===== config.mk =====
export PLATFORM = sky130hd
export DESIGN_NAME = irq_pending_ctrl_flat
export DESIGN_NICKNAME = d
export VERILOG_FILES = /design/src/rtl/irq_pending_ctrl_pkg.sv /design/src/rtl/irq_pending_ctrl_if.sv /design/src/rtl/irq_pending_ctrl_sync_ff.sv /design/src/rtl/irq_pending_ctrl.sv /design/src/flat_wrapper.sv
export SDC_FILE = /design/constraint.sdc
export NUM_CORES = 1
export LEC_CHECK = 0
export BUFFER_PORTS_ARGS = -buffer_cell sky130_fd_sc_hd__buf_2
export CAP_MARGIN = 20
export CORE_AREA = 2 2 39 41
export CTS_CLUSTER_SIZE = 8
export DETAILED_ROUTE_END_ITERATION = 12
export DIE_AREA = 0 0 41 43
export PLACE_DENSITY = 0.49
export SLEW_MARGIN = 30
export SYNTH_ARGS = -nofsm -noshare
export SYNTH_HDL_FRONTEND = slang
export SYNTH_HIERARCHICAL = 1
export SYNTH_SLANG_ARGS = --single-unit

===== constraint.sdc =====
create_clock -name clk -period 0.85 [get_ports clk]
set_input_delay 0.17 -clock clk [delete_from_list [all_inputs] [get_ports clk]]
set_output_delay 0.17 -clock clk [all_outputs]
set_load 0.005 [all_outputs]

===== src/rtl/irq_pending_ctrl_pkg.sv =====
// Shared definitions for the interrupt pending/acknowledge controller:
// state encoding, default overrun counter width and its saturation value.
package irq_pkg;

  typedef logic [1:0] irq_state_t;

  localparam irq_state_t IDLE     = 2'd0;
  localparam irq_state_t PENDING  = 2'd1;
  localparam irq_state_t ACK_WAIT = 2'd2;

  localparam int unsigned OVR_W_DEF = 8;

  // Largest value an overrun counter of width w can hold (w <= 32).
  function automatic int unsigned ovr_sat(input int unsigned w);
    return (32'd1 << w) - 32'd1;
  endfunction

endpackage


===== src/rtl/irq_pending_ctrl_if.sv =====
// Event, acknowledge and mask pins of the interrupt controller plus its status outputs.
// The slave modport is the controller; the master modport is whatever drives it.
interface irq_pending_ctrl_if
  import irq_pkg::*;
#(
  parameter int unsigned OVR_W = OVR_W_DEF
) ();

  logic             irq_in;
  logic             ack_in;
  logic             mask_in;
  logic             irq_out;
  logic             pending;
  logic [OVR_W-1:0] overrun;

  modport master (
    output irq_in,
    output ack_in,
    output mask_in,
    input  irq_out,
    input  pending,
    input  overrun
  );

  modport slave (
    input  irq_in,
    input  ack_in,
    input  mask_in,
    output irq_out,
    output pending,
    output overrun
  );

endinterface


===== src/rtl/irq_pending_ctrl_sync_ff.sv =====
// Multi-flop synchronizer for an asynchronous level input; async active-high reset.
module sync_ff #(
  parameter int unsigned SYNC_STAGES = 2
) (
  input  logic clk_i,
  input  logic rst_i,
  input  logic d_i,
  output logic q_o
);

  logic [SYNC_STAGES-1:0] chain_q;

  always_ff @(posedge clk_i or posedge rst_i) begin
    if (rst_i) begin
      chain_q <= '0;
    end else begin
      chain_q <= {chain_q[SYNC_STAGES-2:0], d_i};
    end
  end

  assign q_o = chain_q[SYNC_STAGES-1];

endmodule


===== src/rtl/irq_pending_ctrl.sv =====
// Latches single-cycle event pulses into a pending state with a maskable registered IRQ pin.
// Define IRQ_OVERRUN_EN to build the saturating lost-event counter; otherwise overrun is 0.
module irq_pending_ctrl
  import irq_pkg::*;
#(
  parameter int unsigned SYNC_STAGES = 2,
  parameter int unsigned OVR_W       = OVR_W_DEF
) (
  input  logic                clk,
  input  logic                reset,
  irq_pending_ctrl_if.slave   bus
);

  logic ack_s;
  logic mask_s;

  sync_ff #(
    .SYNC_STAGES(SYNC_STAGES)
  ) u_sync_ack (
    .clk_i(clk),
    .rst_i(reset),
    .d_i  (bus.ack_in),
    .q_o  (ack_s)
  );

  sync_ff #(
    .SYNC_STAGES(SYNC_STAGES)
  ) u_sync_mask (
    .clk_i(clk),
    .rst_i(reset),
    .d_i  (bus.mask_in),
    .q_o  (mask_s)
  );

  irq_state_t state_q, state_d;
  logic       requeue_q, requeue_d;
  logic       irq_out_q, irq_out_d;
  logic       lost_evt;

  always_comb begin
    state_d   = state_q;
    requeue_d = requeue_q;
    lost_evt  = 1'b0;
    case (state_q)
      IDLE: begin
        if (bus.irq_in) state_d = PENDING;
      end
      PENDING: begin
        // A fresh event coinciding with the ack replaces the acked one.
        if (ack_s) begin
          if (!bus.irq_in) state_d = ACK_WAIT;
        end else if (bus.irq_in) begin
          lost_evt = 1'b1;
        end
      end
      ACK_WAIT: begin
        if (bus.irq_in) begin
          if (requeue_q) lost_evt = 1'b1;
          else           requeue_d = 1'b1;
        end
        if (!ack_s) begin
          state_d   = (requeue_q || bus.irq_in) ? PENDING : IDLE;
          requeue_d = 1'b0;
        end
      end
      default: begin
        state_d   = IDLE;
        requeue_d = 1'b0;
      end
    endcase
    irq_out_d = (state_d == PENDING) && !mask_s;
  end

  always_ff @(posedge clk or posedge reset) begin
    if (reset) begin
      state_q   <= IDLE;
      requeue_q <= 1'b0;
      irq_out_q <= 1'b0;
    end else begin
      state_q   <= state_d;
      requeue_q <= requeue_d;
      irq_out_q <= irq_out_d;
    end
  end

  assign bus.irq_out = irq_out_q;
  assign bus.pending = (state_q == PENDING);

`ifdef IRQ_OVERRUN_EN
  localparam logic [OVR_W-1:0] OvrSat = OVR_W'(ovr_sat(OVR_W));

  logic [OVR_W-1:0] overrun_q, overrun_d;

  always_comb begin
    overrun_d = overrun_q;
    if (lost_evt && (overrun_q != OvrSat)) overrun_d = overrun_q + OVR_W'(1);
  end

  always_ff @(posedge clk or posedge reset) begin
    if (reset) begin
      overrun_q <= '0;
    end else begin
      overrun_q <= overrun_d;
    end
  end

  assign bus.overrun = overrun_q;
`else
  logic unused_lost_evt;
  assign unused_lost_evt = lost_evt;
  assign bus.overrun     = '0;
`endif

endmodule


===== src/flat_wrapper.sv =====
// flat-port wrapper written by rule: the top's interface ports become plain ports
module irq_pending_ctrl_flat import irq_pkg::*;
#(
  parameter int unsigned SYNC_STAGES = 2,
  parameter int unsigned OVR_W       = OVR_W_DEF
)
  (clk, reset, bus_irq_in, bus_ack_in, bus_mask_in, bus_irq_out, bus_pending, bus_overrun);
  irq_pending_ctrl_if #(.OVR_W(OVR_W)) bus_i ();
  input  logic clk;
  input  logic reset;
  input wire logic [$bits(bus_i.irq_in)-1:0] bus_irq_in;
  input wire logic [$bits(bus_i.ack_in)-1:0] bus_ack_in;
  input wire logic [$bits(bus_i.mask_in)-1:0] bus_mask_in;
  output wire logic [$bits(bus_i.irq_out)-1:0] bus_irq_out;
  output wire logic [$bits(bus_i.pending)-1:0] bus_pending;
  output wire logic [$bits(bus_i.overrun)-1:0] bus_overrun;
  assign bus_i.irq_in = bus_irq_in;
  assign bus_i.ack_in = bus_ack_in;
  assign bus_i.mask_in = bus_mask_in;
  assign bus_irq_out = bus_i.irq_out;
  assign bus_pending = bus_i.pending;
  assign bus_overrun = bus_i.overrun;
  irq_pending_ctrl #(.SYNC_STAGES(SYNC_STAGES), .OVR_W(OVR_W)) u_core (.clk(clk), .reset(reset), .bus(bus_i));
endmodule

==> flow_summary.yaml <==
layout:
  area_growth_syn_to_layout_pct: 35.7
  nets: 54
  post-route-util: 0.347
  ff_latch_area_sq_um: 200
  insertedDiodeCount: 0
  multi_input_area_sq_um: 141
  n_fill_cell: 149
  drive_gt1_frac: 0.426
sta:
  setup_viol: 6
  finalHoldViolations: 0
  min_period_ns: 1.08
  fmax_ghz: 0.928
  setup_slack_ns: -0.228
  period_share: 1.27
  report.final.slew_viol_count: 0
  grt_setup_unrepaired: "yes"
  finClkSkew_ns: 0.00142
global_route:
  top_usage_layer: "met2"
  grt_overflow: 0
  antenna_found_initial: 0
  grt_util_met2: 0.106
  grt_pass1_wl_um: 869
  met1_usage: 0.0906
  grt_pass1_vias: 228
  grtUsageMet3: 0.0157
  grt_max_degree: 5
  track_usage: 0.0773
drt:
  via_count: 225
  drc_errors: 0
  via_per_inst: 3.57
  drt-total-wl_um: 544
  wl_per_cell_um: 8.63
  drt_iter0_markers: 1
  postRouteAntennaNets: 0
  drt_pre_antenna_iters: 2
yosys:
  ys_seq_elements: 8
  synth_area_sq_um: 354
  avgSynthCellArea_sq_um: 10.7
  synth_cells: 33
  synth_cell_types: 13
  yosysSeqAreaShare: 0.565
  synth.yosys.warnings: 6
place:
  place_congestion: 0.662
  port_buffers: 6
  hpwl_um: 366
cts:
  clk-insertion-delay-late_ns: 0.25
  ctsRootBufferMaster: "clkbuf_4"
  clock_sinks: 8
  cts_tree: "yes"
  h-tree-depth: 1
  clk_pin_slew_worst_paths_ns: 0.05
  cts_max_path_buffers: 2
  cts_buffers: 3
min_path:
  min_path_cells: 1
  holdPathEnd: "u_core/u_sync_ack/chain_q[0]"
  hold_start: "bus_ack_in"
  hold_class: "input port to register"
critical_path:
  crit_family: "flip-flops"
  end_kind: "output port"
  cp_slowest_cell: "dfrtp_1"
  reg2reg_from: "u_core/state_q[0]"
  path_cells: "nor2b_4, buf_2"
  slowest_delay_ns: 0.42
  rr_worst_depth: 4
  r2r_slack_ns: -0.20
  required_ns: 0.68
  path_buf_inv: 1
  timing_worst_setup_path_type: "register to output port"
  worst_setup_path_start_kind: "register"
  path_max_fanout: 4
  cp.arrival_ns: 0.91
  crit-reg2reg-capture: "u_core/state_q[1]"
die:
  io-pin-count: 15
  core_sq_um: 1380
  dieHeight_um: 43
  start_util: 0.256
  die_w_um: 41
  die-area_sq_um: 1760
  rows: 14
run_status:
  violations: "negative setup slack"
  status: "finished with violations"
power:
  vdd_drop_max_mv: 0.624
  power.density_nw_per_um2: 1860
  p_total_uw: 894
  leakage_uw: 0.000256
flow_run:
  drv_cap: 0
-- cells in the mapped netlist --
cell	instances	area share
conb_1	1	0.011
nor2b_1	2	0.035
inv_1	3	0.032
o21bai_1	1	0.021
a21oi_1	3	0.042
and3b_1	1	0.025
buf_4	8	0.17
o21a_1	1	0.021
o21ai_0	1	0.014
nand2b_1	1	0.018
nand2_1	2	0.021
nor2b_2	1	0.025
dfrtp_1	8	0.57
-- area by class of cell --
class                           instances  share of cell area
Tap cell                               16              0.0417
Sequential cell                         8               0.417
Inverter                                3              0.0234
Multi-Input combinational cell         21               0.294
Clock buffer                            3              0.0469
Timing Repair Buffer                   12               0.177
-- placed cells by master (no fill, tap or decap) --
cell type,count
buf_2,6
clkbuf_4,3
a21oi_2,2
dlygate4sd3_1,1
nor2b_4,1
buf_4,3
nand2_1,2
and3b_2,1
nand2b_4,1
inv_1,3
buf_6,2
o21bai_4,1
conb_1,8
o21ai_0,1
o21a_1,1
nor2b_1,2
a21oi_1,1
dfrtp_1,8
-- worst register-to-register path: stages (launching register included) --
cell	delay, ns
dfrtp_1	0.38
nor2b_4	0.13
buf_4	0.14
nor2b_1	0.12
o21a_1	0.16
-- report_power, final --
group / total, uW / internal [uW] / leakage (uW) / switching, uW
logic: 180 / 103 / 0.000145 / 76.5
clock network: 275 / 161 / 0.0000138 / 115
registers: 439 / 419 / 0.0000963 / 19.8
-- worst max-delay path by stage --
stage,startpoint,to,depth (start not counted)
2_1_floorplan,u_core/state_q[1],u_core/bus.irq_out,3
3_3_place_gp,u_core/state_q[1],u_core/bus.irq_out,3
3_5_place_dp,u_core/state_q[1],u_core/bus.irq_out,3
4_1_cts,u_core/state_q[1],bus_pending,2
5_1_grt,u_core/state_q[1],bus_pending,2
6_report,u_core/state_q[1],bus_pending,2
-- cells by family (layout without fill, tap and decap cells) --
logic type      Yosys count  count (layout)  synth area share
simple gates              7               7             0.124
compound gates            6               6            0.0989
flops                     8               8             0.565
buf+inv                  11              18             0.201
other cells               1               8            0.0106
-- repair_timing --
action / 4_1_cts / 5_1_grt
gates cloned: 0 / 0
resized for setup: 4 / 3
setup endpoints to repair: 6 / 6
pin swaps: 1 / 0
hold endpoints to repair: 8 / 0
buffers inserted: 3 / 0
hold buffers: 1 / 0
-- metrics by stage --
stage	TNS (ns)	hold WS (ns)	instances	cell area, sq um	worst slack, ns
2_1_floorplan	-0.186	-0.0888	40	385	-0.0761
3_3_place_gp	-0.410	0.0435	56	390	-0.144
3_5_place_dp	-0.369	0.0415	56	390	-0.152
4_1_cts	-0.873	0.00854	63	464	-0.233
5_1_grt	-1.07	0.0118	63	480	-0.275
6_report	-0.820	0.0278	63	480	-0.228
-- sequential cells by signal, summed over array words and instances (netlist names) --
name and flops:
u_core/bus.irq_out 1, u_core/requeue_q 1, u_core/state_q 2, u_core/u_sync_ack/chain_q 2, u_core/u_sync_mask/chain_q 2
-- routing by layer --
metal  up-vias  routed length, um
li1        115                  -
met1       101                203
met2         9                301
met3         0                 40
met4         0                  0
met5         -                  0
Note: power is estimated with default switching activity, not from simulation.
